===== src/rtl/pipe_add_sub.sv =====
// pipe_add_sub: WIDTH-bit add/subtract split into STAGES carry-chain slices,
// one register per slice, with a valid/ready handshake and a signed overflow flag.
// A single global enable advances or freezes the whole pipe, so bubbles stay in
// place and a stalled result is held steady at the output.

// One carry-chain slice: {co,s} = a + b + ci.
module add_slice #(
  parameter int W = 8
) (
  input  logic [W-1:0] a,
  input  logic [W-1:0] b,
  input  logic         ci,
  output logic [W-1:0] s,
  output logic         co
);
  assign {co, s} = {1'b0, a} + {1'b0, b} + {{W{1'b0}}, ci};
endmodule

module pipe_add_sub #(
  parameter int WIDTH  = 32,
  parameter int STAGES = 4
) (
  input  logic             clk,
  input  logic             rst_n,
  input  logic             in_valid,
  output logic             in_ready,
  input  logic [WIDTH-1:0] a,
  input  logic [WIDTH-1:0] b,
  input  logic             c_in,
  input  logic             sub,
  output logic             out_valid,
  input  logic             out_ready,
  output logic [WIDTH-1:0] sum,
  output logic             c_out,
  output logic             ovf
);
  localparam int SLICE = WIDTH / STAGES;

  if (WIDTH < 1 || STAGES < 1 || STAGES > WIDTH || (WIDTH % STAGES) != 0) begin : g_bad
    $error("pipe_add_sub: WIDTH must be a non-zero multiple of STAGES");
  end

  // Subtract is a + ~b + ~borrow; everything downstream is a plain adder.
  logic [WIDTH-1:0] b_eff;
  logic             c_eff;
  logic             en;
  logic [STAGES:1]  vld_pipe;  // vld_pipe[k+1] is the valid bit of stage k

  assign b_eff     = b ^ {WIDTH{sub}};
  assign c_eff     = c_in ^ sub;
  assign out_valid = vld_pipe[STAGES];
  assign en        = out_ready || !out_valid;
  assign in_ready  = en;

  // Valid bits shift in lockstep with the data; empty slots travel as bubbles.
  always_ff @(posedge clk or negedge rst_n) begin
    if (!rst_n)  vld_pipe <= '0;
    else if (en) vld_pipe <= (vld_pipe << 1) | STAGES'(in_valid);
  end

  if (STAGES == 1) begin : g_one
    logic [WIDTH-1:0] s_d, sum_q;
    logic             co_d, c_q, ovf_q;

    add_slice #(.W(WIDTH)) u_add (
      .a(a), .b(b_eff), .ci(c_eff), .s(s_d), .co(co_d)
    );

    // Single registered adder: capture the whole result when the pipe advances.
    always_ff @(posedge clk or negedge rst_n) begin
      if (!rst_n) begin
        sum_q <= '0;
        c_q   <= 1'b0;
        ovf_q <= 1'b0;
      end else if (en) begin
        sum_q <= s_d;
        c_q   <= co_d;
        ovf_q <= (a[WIDTH-1] == b_eff[WIDTH-1]) && (s_d[WIDTH-1] != a[WIDTH-1]);
      end
    end

    assign sum   = sum_q;
    assign c_out = c_q;
    assign ovf   = ovf_q;
  end else begin : g_multi
    // Storage is triangular and flattened so every bit is live:
    //  result region of stage k : (k+1)*SLICE bits at RO(k) = SLICE*k(k+1)/2
    //  operand region of stage k: WIDTH-k*SLICE bits (k>=1) at
    //                             OO(k) = SLICE*((k-1)*STAGES - (k-1)k/2)
    localparam int RES_BITS = SLICE * ((STAGES * (STAGES + 1)) / 2);
    localparam int OP_BITS  = SLICE * (((STAGES - 1) * STAGES) / 2);

    logic [RES_BITS-1:0] res_q, res_d;
    logic [OP_BITS-1:0]  op_a_q, op_a_d, op_b_q, op_b_d;
    logic [STAGES-1:0]   c_q, c_d;
    logic                ovf_q, ovf_d;

    for (genvar k = 0; k < STAGES; k++) begin : g_stg
      localparam int OW = WIDTH - k * SLICE;             // operand bits not yet consumed
      localparam int RO = SLICE * ((k * (k + 1)) / 2);   // this stage's result region

      logic [OW-1:0]    src_a, src_b;
      logic [SLICE-1:0] s;
      logic             ci, co;

      if (k == 0) begin : g_in
        assign src_a           = a;
        assign src_b           = b_eff;
        assign ci              = c_eff;
        assign res_d[SLICE-1:0] = s;
      end else begin : g_in
        localparam int OO  = SLICE * ((k - 1) * STAGES - ((k - 1) * k) / 2);
        localparam int PRO = SLICE * (((k - 1) * k) / 2);
        assign src_a = op_a_q[OO +: OW];
        assign src_b = op_b_q[OO +: OW];
        assign ci    = c_q[k-1];
        // Completed lower slices ride along so the whole word exits together.
        assign res_d[RO +: (k+1)*SLICE] = {s, res_q[PRO +: k*SLICE]};
      end

      add_slice #(.W(SLICE)) u_add (
        .a(src_a[SLICE-1:0]), .b(src_b[SLICE-1:0]), .ci(ci), .s(s), .co(co)
      );

      assign c_d[k] = co;

      if (k < STAGES - 1) begin : g_fwd
        localparam int NO = SLICE * (k * STAGES - (k * (k + 1)) / 2);
        assign op_a_d[NO +: OW-SLICE] = src_a[OW-1:SLICE];
        assign op_b_d[NO +: OW-SLICE] = src_b[OW-1:SLICE];
      end else begin : g_ovf
        // The top slice holds both sign bits, so overflow resolves here.
        assign ovf_d = (src_a[SLICE-1] == src_b[SLICE-1]) && (s[SLICE-1] != src_a[SLICE-1]);
      end
    end

    // Advance every stage together; hold everything while the output is stalled.
    always_ff @(posedge clk or negedge rst_n) begin
      if (!rst_n) begin
        res_q  <= '0;
        op_a_q <= '0;
        op_b_q <= '0;
        c_q    <= '0;
        ovf_q  <= 1'b0;
      end else if (en) begin
        res_q  <= res_d;
        op_a_q <= op_a_d;
        op_b_q <= op_b_d;
        c_q    <= c_d;
        ovf_q  <= ovf_d;
      end
    end

    assign sum   = res_q[RES_BITS-1 -: WIDTH];
    assign c_out = c_q[STAGES-1];
    assign ovf   = ovf_q;
  end
endmodule


===== config.mk =====
export PLATFORM = sky130hd
export DESIGN_NAME = pipe_add_sub
export DESIGN_NICKNAME = d
export VERILOG_FILES = /design/src/rtl/pipe_add_sub.sv
export SDC_FILE = /design/constraint.sdc
export NUM_CORES = 1
export LEC_CHECK = 0
export ABC_AREA = 1
export CORE_MARGIN = 10
export CORE_UTILIZATION = 50
export CTS_BUF_LIST = sky130_fd_sc_hd__clkbuf_16
export CTS_CLUSTER_SIZE = 28
export DETAILED_ROUTE_END_ITERATION = 8
export PLACE_DENSITY = 0.78
export SETUP_SLACK_MARGIN = 0.4
export SLEW_MARGIN = 20
export SYNTH_ARGS = -nofsm -noshare
export SYNTH_HDL_FRONTEND = slang
export SYNTH_HIERARCHICAL = 1
export SYNTH_SLANG_ARGS = --single-unit

===== constraint.sdc =====
create_clock -name clk -period 2.5 [get_ports clk]
set_input_delay 0.5 -clock clk [delete_from_list [all_inputs] [get_ports clk]]
set_output_delay 0.5 -clock clk [all_outputs]
set_load 0.1 [all_outputs]

==> metrics, run 1 <==
chip height=155.2 um; Initial Util=50.88%; CTS tree=built; Gate Count Post-Synth=1042; outcome=completed; row count=49; IO Count=106; Post-Syn Nets=1148; syn avg cell area=8.772 um2; detailed router's first-iteration violation count=284; TritonCTS Buffers=17; most area-hungry cell type in the Yosys netlist=dfrtp_1; sequential cell area fraction in the yosys report=50.65%; Final GP Congestion=0.8193; final setup slack of the worst path=0.5088 ns; wire length on met2=8.539 mm; Final Power=15020 uW; Clk pin slew, worst setup/hold paths=0.07 ns; Final Util=59.13%; DP HPWL=11.83 mm; post-synthesis sequential element count=185; R2R Path Start=g_multi.op_a_q[40]; first-pass GRT wire length=29.39 mm; Fillers=1584; max-slew violation count=0; fin cells=1344; Data required, critical path=2.82 ns; Slew @ Worst Pin=0.6066 ns; Final min period=1.991 ns; Routed WL=17.36 mm; Max clock buf depth=2; Hold Path Stages=2; Top Layer Used=met4; via count=6376; WL per Instance=12.92 um; ANT cells=0; clock skew=0.008298 ns; Synth cell types=27; clk root buf=clkbuf_16; worst hold path type=reg -> reg; setup_tns=0 ns; number of global-route vias before repair=6156; RSZ-0062 raised after global routing=false; share of layout cells above drive strength 1=13.00%; worst-path fanout max=2; Critical Path Start Type=flop; Area contributors post-synth=dfrtp_1, nand2_1, buf_4; PortBufs=105; WS Path Type=reg -> reg; fin crit share=79.65%; DRT met1 WL=7.901 mm; total gr overflow=0; pre-CTS setup slack=-0.04858 ns; largest net degree at the start of global routing=121; area grow syn2layout=16.21%; area of the multi-input gates=0.003646 mm2; R2R Setup Slk=0.51 ns; slew margin rel.=59.56%; All-Layer GR Usage=14.62%; final net count=1208; Post-CTS Setup Bufs=0; # setup viols final=0; Fin. Hold Viols=0; Pleak=0.005554 uW; Fmax=502.2 MHz; register area=0.004631 mm2; Die Width=155.2 um; R2R Path End=g_multi.c_q[3]; Vias/cell=4.744; latest clock arrival within the worst-skew pair=0.43 ns; DRT antenna net count=0; core footprint=0.01796 mm2; 1st-pass router iterations=4; Placed Cells=1311; Power Density=1414 mW/mm2; clk sinks=185; synthesized cell area=0.009140 mm2; H-tree depth=4; Die ar.=0.02409 mm2; Worst Hold Launch=g_multi.res_q[34]; YS warnings=6; # DRC=0; post-synth top area share=50.65%; CP Data Arrival Time=2.31 ns; initial antenna violation count=0; CP endpoint kind=flop; max cap viols=0; Worst Hold Path EP=g_multi.res_q[58]; met3 WL=659 um; peak supply drop=1.608 mV; cells on worst reg2reg path=10
## registers in the layout, indices dropped and copies added (netlist names)
name / count
g_multi.res_q: 80
g_multi.op_a_q: 48
g_multi.op_b_q: 48
g_multi.c_q: 4
vld_pipe: 4
ovf: 1
## layout by cell type, fill, tap and decap left out, types with 4 or more instances in the layout
master / Yosys / final
nand3_1: 14 / 14
xnor2_1: 7 / 7
inv_1: 81 / 81
nand3b_1: 4 / 4
xor2_1: 38 / 37
nand2_1: 451 / 451
nor2_1: 9 / 9
o21ai_0: 68 / 68
or2_4: 6 / 6
inv_8: 0 / 4
dfrtp_1: 185 / 184
ha_1: 28 / 28
o21ai_2: 26 / 26
buf_4: 47 / 41
a21oi_1: 12 / 12
buf_12: 0 / 6
nand2_2: 9 / 9
clkdlybuf4s50_1: 0 / 65
inv_6: 0 / 7
nand3_2: 4 / 4
fa_2: 0 / 5
clkbuf_16: 0 / 17
## cell usage after synthesis, drive strengths merged
cell type and count:
o21ai 97, nand3b 7, dfrtp 185, buf 70
or2 8, nor2 13, inv 85, xnor2 7
nand2 460, a21oi 12, xor2 38, ha 28
fa 8, nand3 18, clkbuf 6
## cells by family after synthesis
| logic type | after synthesis | share of synthesized area, % |
|---|---|---|
| buf+inv | 161 | 9.678 |
| fa+ha+maj | 36 | 5.585 |
| simple gates | 506 | 22.74 |
| compound gates | 109 | 7.036 |
| xor+xnor | 45 | 4.312 |
| flops | 185 | 50.65 |
## routing by layer
| metal | vias up | GRT usage [%] |
|---|---|---|
| met3 | 24 | 3.695 |
| met5 | - | 0 |
| met2 | 101 | 24.75 |
| met4 | 0 | 4.456 |
| met1 | 2968 | 17.98 |
| li1 | 3283 | - |
## what timing repair did
item / CTS / global route
resized for setup: 0 / 5
setup endpoints to repair: 0 / 8
endpoints found under the hold margin: 36 / 0
hold buffers: 1 / 0
## power breakdown
group / switching, uW / internal (uW) / leakage (uW)
sequential: 669 / 4310 / 0.00225
combinational: 5000 / 2300 / 0.00301
clock: 1290 / 1440 / 0.000293
total: 6970 / 8050 / 0.00555
## worst max-delay path by stage
stage | from | endpoint
2_1_floorplan | sub | g_multi.res_q[6]
3_3_place_gp | b[0] | g_multi.res_q[6]
3_5_place_dp | b[0] | g_multi.res_q[6]
4_1_cts | b[0] | g_multi.res_q[6]
5_1_grt | g_multi.op_a_q[24] | g_multi.res_q[46]
6_report | g_multi.op_a_q[40] | g_multi.c_q[3]
## stage by stage
step           hold slack (ns)  area (um2)
2_1_floorplan           0.2044        9168
3_3_place_gp            0.4500        9997
3_5_place_dp            0.4510        9997
4_1_cts                 0.4704       10610
5_1_grt                 0.4816       10620
6_report                0.4623       10620
## cell type report
class                   instances  area share, %
clock inverters                15          1.661
repair buffers                117          10.66
inverters                      85          3.051
flip-flops and latches        185          43.60
multi-input cells             696          34.33
well taps                     229          2.698
clock buffers                  17          4.005
## critical path, cell delays in order (launching register included)
cell and delay [ns]:
dfrtp_1 0.41, fa_2 0.42, fa_1 0.42, nand2_1 0.09
nand2_1 0.10, nand3b_4 0.10, nand2_1 0.08, nand2_1 0.08
nand2_1 0.06, nand2_1 0.07, nand2_1 0.06
Power figures use the tool's default switching activity.
==> run 2, diff against run 1 <==
==> constraint.sdc (replaced) <==
create_clock -name clk -period 1.9 [get_ports clk]
set_input_delay 0.38 -clock clk [delete_from_list [all_inputs] [get_ports clk]]
set_output_delay 0.38 -clock clk [all_outputs]
set_load 0.1 [all_outputs]
==> metrics, run 2 (synthesis results as in run 1) <==
Clk pin slew, worst setup/hold paths=0.07 ns (about the same); CTS tree=built; WL per Instance=13.92 um (+7.8%); Max clock buf depth=2 (unchanged); Largest Register=g_multi.res_q; Initial Util=50.88% (unchanged); clk root buf=clkbuf_16; via count=6696 (+5.0%); first-pass GRT wire length=30.64 mm (+4.2%); DP HPWL=12.58 mm (+6.4%); number of global-route vias before repair=6555 (+6.5%); Final GP Congestion=0.7869 (-4.0%); most frequent cells in the layout=nand2_1, dfrtp_1, inv_1; max-slew violation count=0 (unchanged); max cap viols=0 (unchanged); Slew @ Worst Pin=0.4013 ns (-0.2053 ns); PortBufs=105 (unchanged); commonest non-fill, non-tap cell in the layout=nand2_1; Die ar.=0.02409 mm2 (unchanged); Data required, critical path=2.22 ns (-0.60 ns); All-Layer GR Usage=15.31% (+0.69 points); final net count=1242 (+2.8%); Vias/cell=4.859 (+2.4%); Largest regs=g_multi.res_q: 80 flops, g_multi.op_a_q: 48 flops, g_multi.op_b_q: 48 flops; clock skew=0.01011 ns (+0.001808 ns); H-tree depth=4 (unchanged); Final Instance Area=0.01169 mm2 (+10%); total gr overflow=0 (unchanged); WS Path Type=reg -> reg; slew margin rel.=73.25% (+14 points); peak supply drop=1.334 mV (-17%); chip height=155.2 um (unchanged); CP Data Arrival Time=2.17 ns (-0.14 ns); TritonCTS Buffers=17 (unchanged); Critical Path Start Type=flop; ANT cells=0 (unchanged); max reg flops=80 (unchanged); IO Count=106 (unchanged); area grow syn2layout=27.94%; Fin. Hold Viols=0 (unchanged); Die Width=155.2 um (unchanged); latest clock arrival within the worst-skew pair=0.43 ns (about the same); largest net degree at the start of global routing=76 (-37%); # DRC=0 (unchanged); Routed WL=19.18 mm (+10%); 1st-pass router iterations=4 (unchanged); share of layout cells above drive strength 1=19.93% (+6.9 points); fin cells=1378 (+2.5%); Final min period=1.849 ns (-0.1425 ns); outcome=completed; Final Util=65.10% (+6.0 points); worst-path fanout max=2 (unchanged); core footprint=0.01796 mm2 (unchanged); Pleak=0.005923 uW (+6.6%); RSZ-0062 raised after global routing=true; fin crit share=97.30% (+18 points); CP endpoint kind=flop; placed inst area=0.01060 mm2 (+6.0%); Power Density=1879 mW/mm2 (+33%); # setup viols final=0 (unchanged); row count=49 (unchanged); Fmax=540.9 MHz (+7.7%); clk sinks=185 (unchanged); worst hold path type=in -> reg; DRT antenna net count=0 (unchanged); detailed router's first-iteration violation count=345 (+21%); initial antenna violation count=1 (+1); Placed Cells=1325 (+1.1%)
run 2: changes by cell type in the layout (fill, tap and decap cells not counted), moves of 8 or more:
cell     before  now
buf_12        6   42
nand2_1     451  423
nand2_2       9   31
buf_4        41   24
buf_6         0   13
ha_1         28   18
ha_4          0    8
run 2: through the flow:
step	worst slack [ns]	total power [uW]	setup TNS [ns]	hold slack, ns
global placement	-0.4599	17190	-2.114	0.3264
CTS	0.04528	21380	0	0.4269
global route	-0.03029	23520	-0.06581	0.4488
detailed placement	-0.4967	17510	-2.542	0.3286
floorplan	-0.2170	14910	-0.5275	0.08441
finish	0.05136	21970	0	0.4137
run 2: what timing repair did:
item / 4_1_cts / 5_1_grt
endpoints found under the setup margin: 29 / 49
gates cloned: 0 / 2
pin swaps: 36 / 34
buffers inserted: 11 / 7
hold endpoints to repair: 32 / 0
hold buffers: 1 / 0
gates resized for setup: 40 / 55
run 2: worst max-delay path, stage by stage, from the launching register on:
cell	delay (ns)
dfrtp_1	0.41
fa_2	0.42
fa_2	0.38
nand2_2	0.11
nand2_4	0.06
nand3b_4	0.10
nand2_4	0.05
nand2_2	0.06
nand2_2	0.05
nand2_2	0.05
o21ai_2	0.04
run 2: layer usage:
metal / GRT usage [%] / vias to the layer above / share of wire, %
met5: 0 / - / 0
met4: 5.437 / 0 / 2.9
met3: 3.060 / 38 / 4.0
met2: 25.54 / 141 / 50
met1: 19.37 / 3162 / 43
li1: - / 3355 / -
run 2: path summary, 6_finish.rpt:
kind,slack [ns],startpoint,endpoint,cells after the start
worst max-delay path,0.05,g_multi.op_b_q[0],g_multi.res_q[22],10
worst min-delay path,0.41,sub,g_multi.op_b_q[23],5
worst max register to register,0.05,g_multi.op_b_q[0],g_multi.res_q[22],10
worst min register to register,0.47,g_multi.res_q[11],g_multi.res_q[27],2
max in group asynchronous,0.89,rst_n,g_multi.op_a_q[7],3
min in group asynchronous,0.43,rst_n,g_multi.op_a_q[10],2
run 2: cell type report:
cell class | count | area, um2
fill | 1449 | 6270
inverter | 85 | 326.6
sequential | 185 | 4633
clock buffer | 17 | 425.4
timing repair buffer | 151 | 1967
clock inverter | 15 | 126.4
tap | 229 | 286.5
multi-input combinational | 696 | 3929
run 2: where the power goes:
| part | internal (uW) | switching, uW | leakage [uW] |
|---|---|---|---|
| Sequential | 5680 | 1140 | 0.00225 |
| Clock | 1810 | 1550 | 0.000274 |
| Combinational | 4700 | 7090 | 0.00340 |
==> edit (flow settings as in run 2) <==
Change the parameter `WIDTH` from 32 to 24.
--- a/src/rtl/pipe_add_sub.sv
+++ b/src/rtl/pipe_add_sub.sv
@@ -18,5 +18,5 @@
 
 module pipe_add_sub #(
-  parameter int WIDTH  = 32,
+  parameter int WIDTH  = 24,
   parameter int STAGES = 4
 ) (
Interface: changed (resized a, b and sum); port bits go from 106 to 82. No check against the original RTL was run, so the function may have changed too.
==> edit against run 2 <==
Hold slack improved by 13 ps. Total power down 22%. Routed wire length fell by 22%. Sequential cell count fell by 44. Global-route usage increased by 0.21 points. Critical path depth fell by 2. Cell count is 26% lower. Largest power group unchanged. Combinational power down 30%. Worst setup slack improved by 43 ps. Synthesized area is 27% lower. Critical endpoint is now g_multi.res_q[34]. Design area down 25%.
==> edit: results (changes against run 2) <==
| Metric | Value |
|---|---|
| First-pass GRT wire length | 23100 um (-25%) |
| Metal-1 WL | 6800 um (-18%) |
| DP Worst Slack | -597 ps (-100 ps) |
| DR pass1 iterations | 5 (+1) |
| Final #Nets | 912 (-27%) |
| Overall Power | 17100 uW (-22%) |
| Top cells by area, synth | dfrtp_1 53%, nand2_1 18%, xor2_1 3.8% |
| Biggest regs | g_multi.res_q: 60 flops, g_multi.op_a_q: 36 flops, g_multi.op_b_q: 36 flops |
| Met3 Wirelength | 809 um (+6.0%) |
| CP arrival | 2140 ps (-30 ps) |
| Leading cell types by count after synthesis | 316 x nand2_1, 141 x dfrtp_1, 66 x inv_1, 43 x o21ai_0, 30 x o21ai_1 |
| Reg2reg setup slack | 90 ps (+40 ps) |
| Met2 Usage GRT | 0.238 (-0.0175) |
| Iter 0 DRT Violations | 399 (+16%) |
| Vias | 5002 (-25%) |
| Compound-cell area share of the yosys netlist | 0.0641 (-0.00630) |
| Register area share after synthesis | 0.531 (+0.0249) |
| XOR/XNOR Fraction of Synth Area | 0.0488 (+0.00568) |
| Worst-skew pair later-pin latency | 410 ps (-20 ps) |
| PostCTS Resize Cnt | 21 (-48%) |
| Worst hold slack | 427 ps (+13.0 ps) |
| Clock power share | 0.215 (+0.062) |
| Share of cells above drive strength 1 | 0.166 (-0.0332) |
| Leakage power | 0.00442 uW (-25%) |
| Status | completed |
| Worst rel slew slack | 0.775 (+0.0422) |
| Non-filler cells, final | 1019 (-26%) |
| I/O Buffers | 81 (-23%) |
| Drt total wl | 15000 um (-22%) |
| Maximum VDD drop | 766 uV (-43%) |
edit: worst max path at each step:
stage                               from                end  slack, ps
after floorplan                      sub   g_multi.res_q[4]        -60
after global placement               sub   g_multi.res_q[4]       -550
after detailed placement             sub   g_multi.res_q[4]       -600
after CTS                 g_multi.c_q[1]  g_multi.res_q[34]        180
after global routing      g_multi.c_q[1]  g_multi.res_q[34]         40
final                     g_multi.c_q[1]  g_multi.res_q[34]         90
edit: critical path: stages (launching register included):
cell	delay [ps]
dfrtp_1	390
fa_2	260
inv_2	50
fa_2	330
nand3b_1	220
nand2_2	150
xor2_2	160
nand2_1	80
o21ai_1	100
edit: cell families after synthesis:
logic type,Yosys count
simple gates,340
buf+inv,128
fa+ha+maj,28
xor+xnor,37
flops,141
compound gates,85
edit: cell type report:
type                    count  area [um2]  share of cell area
inverters                  71         269              0.0308
clock buffers              17         425              0.0487
well taps                 176         220              0.0252
repair buffers            109        1390               0.160
flip-flops and latches    141        3530               0.405
multi-input cells         490        2660               0.305
clock inverters            15         230              0.0264
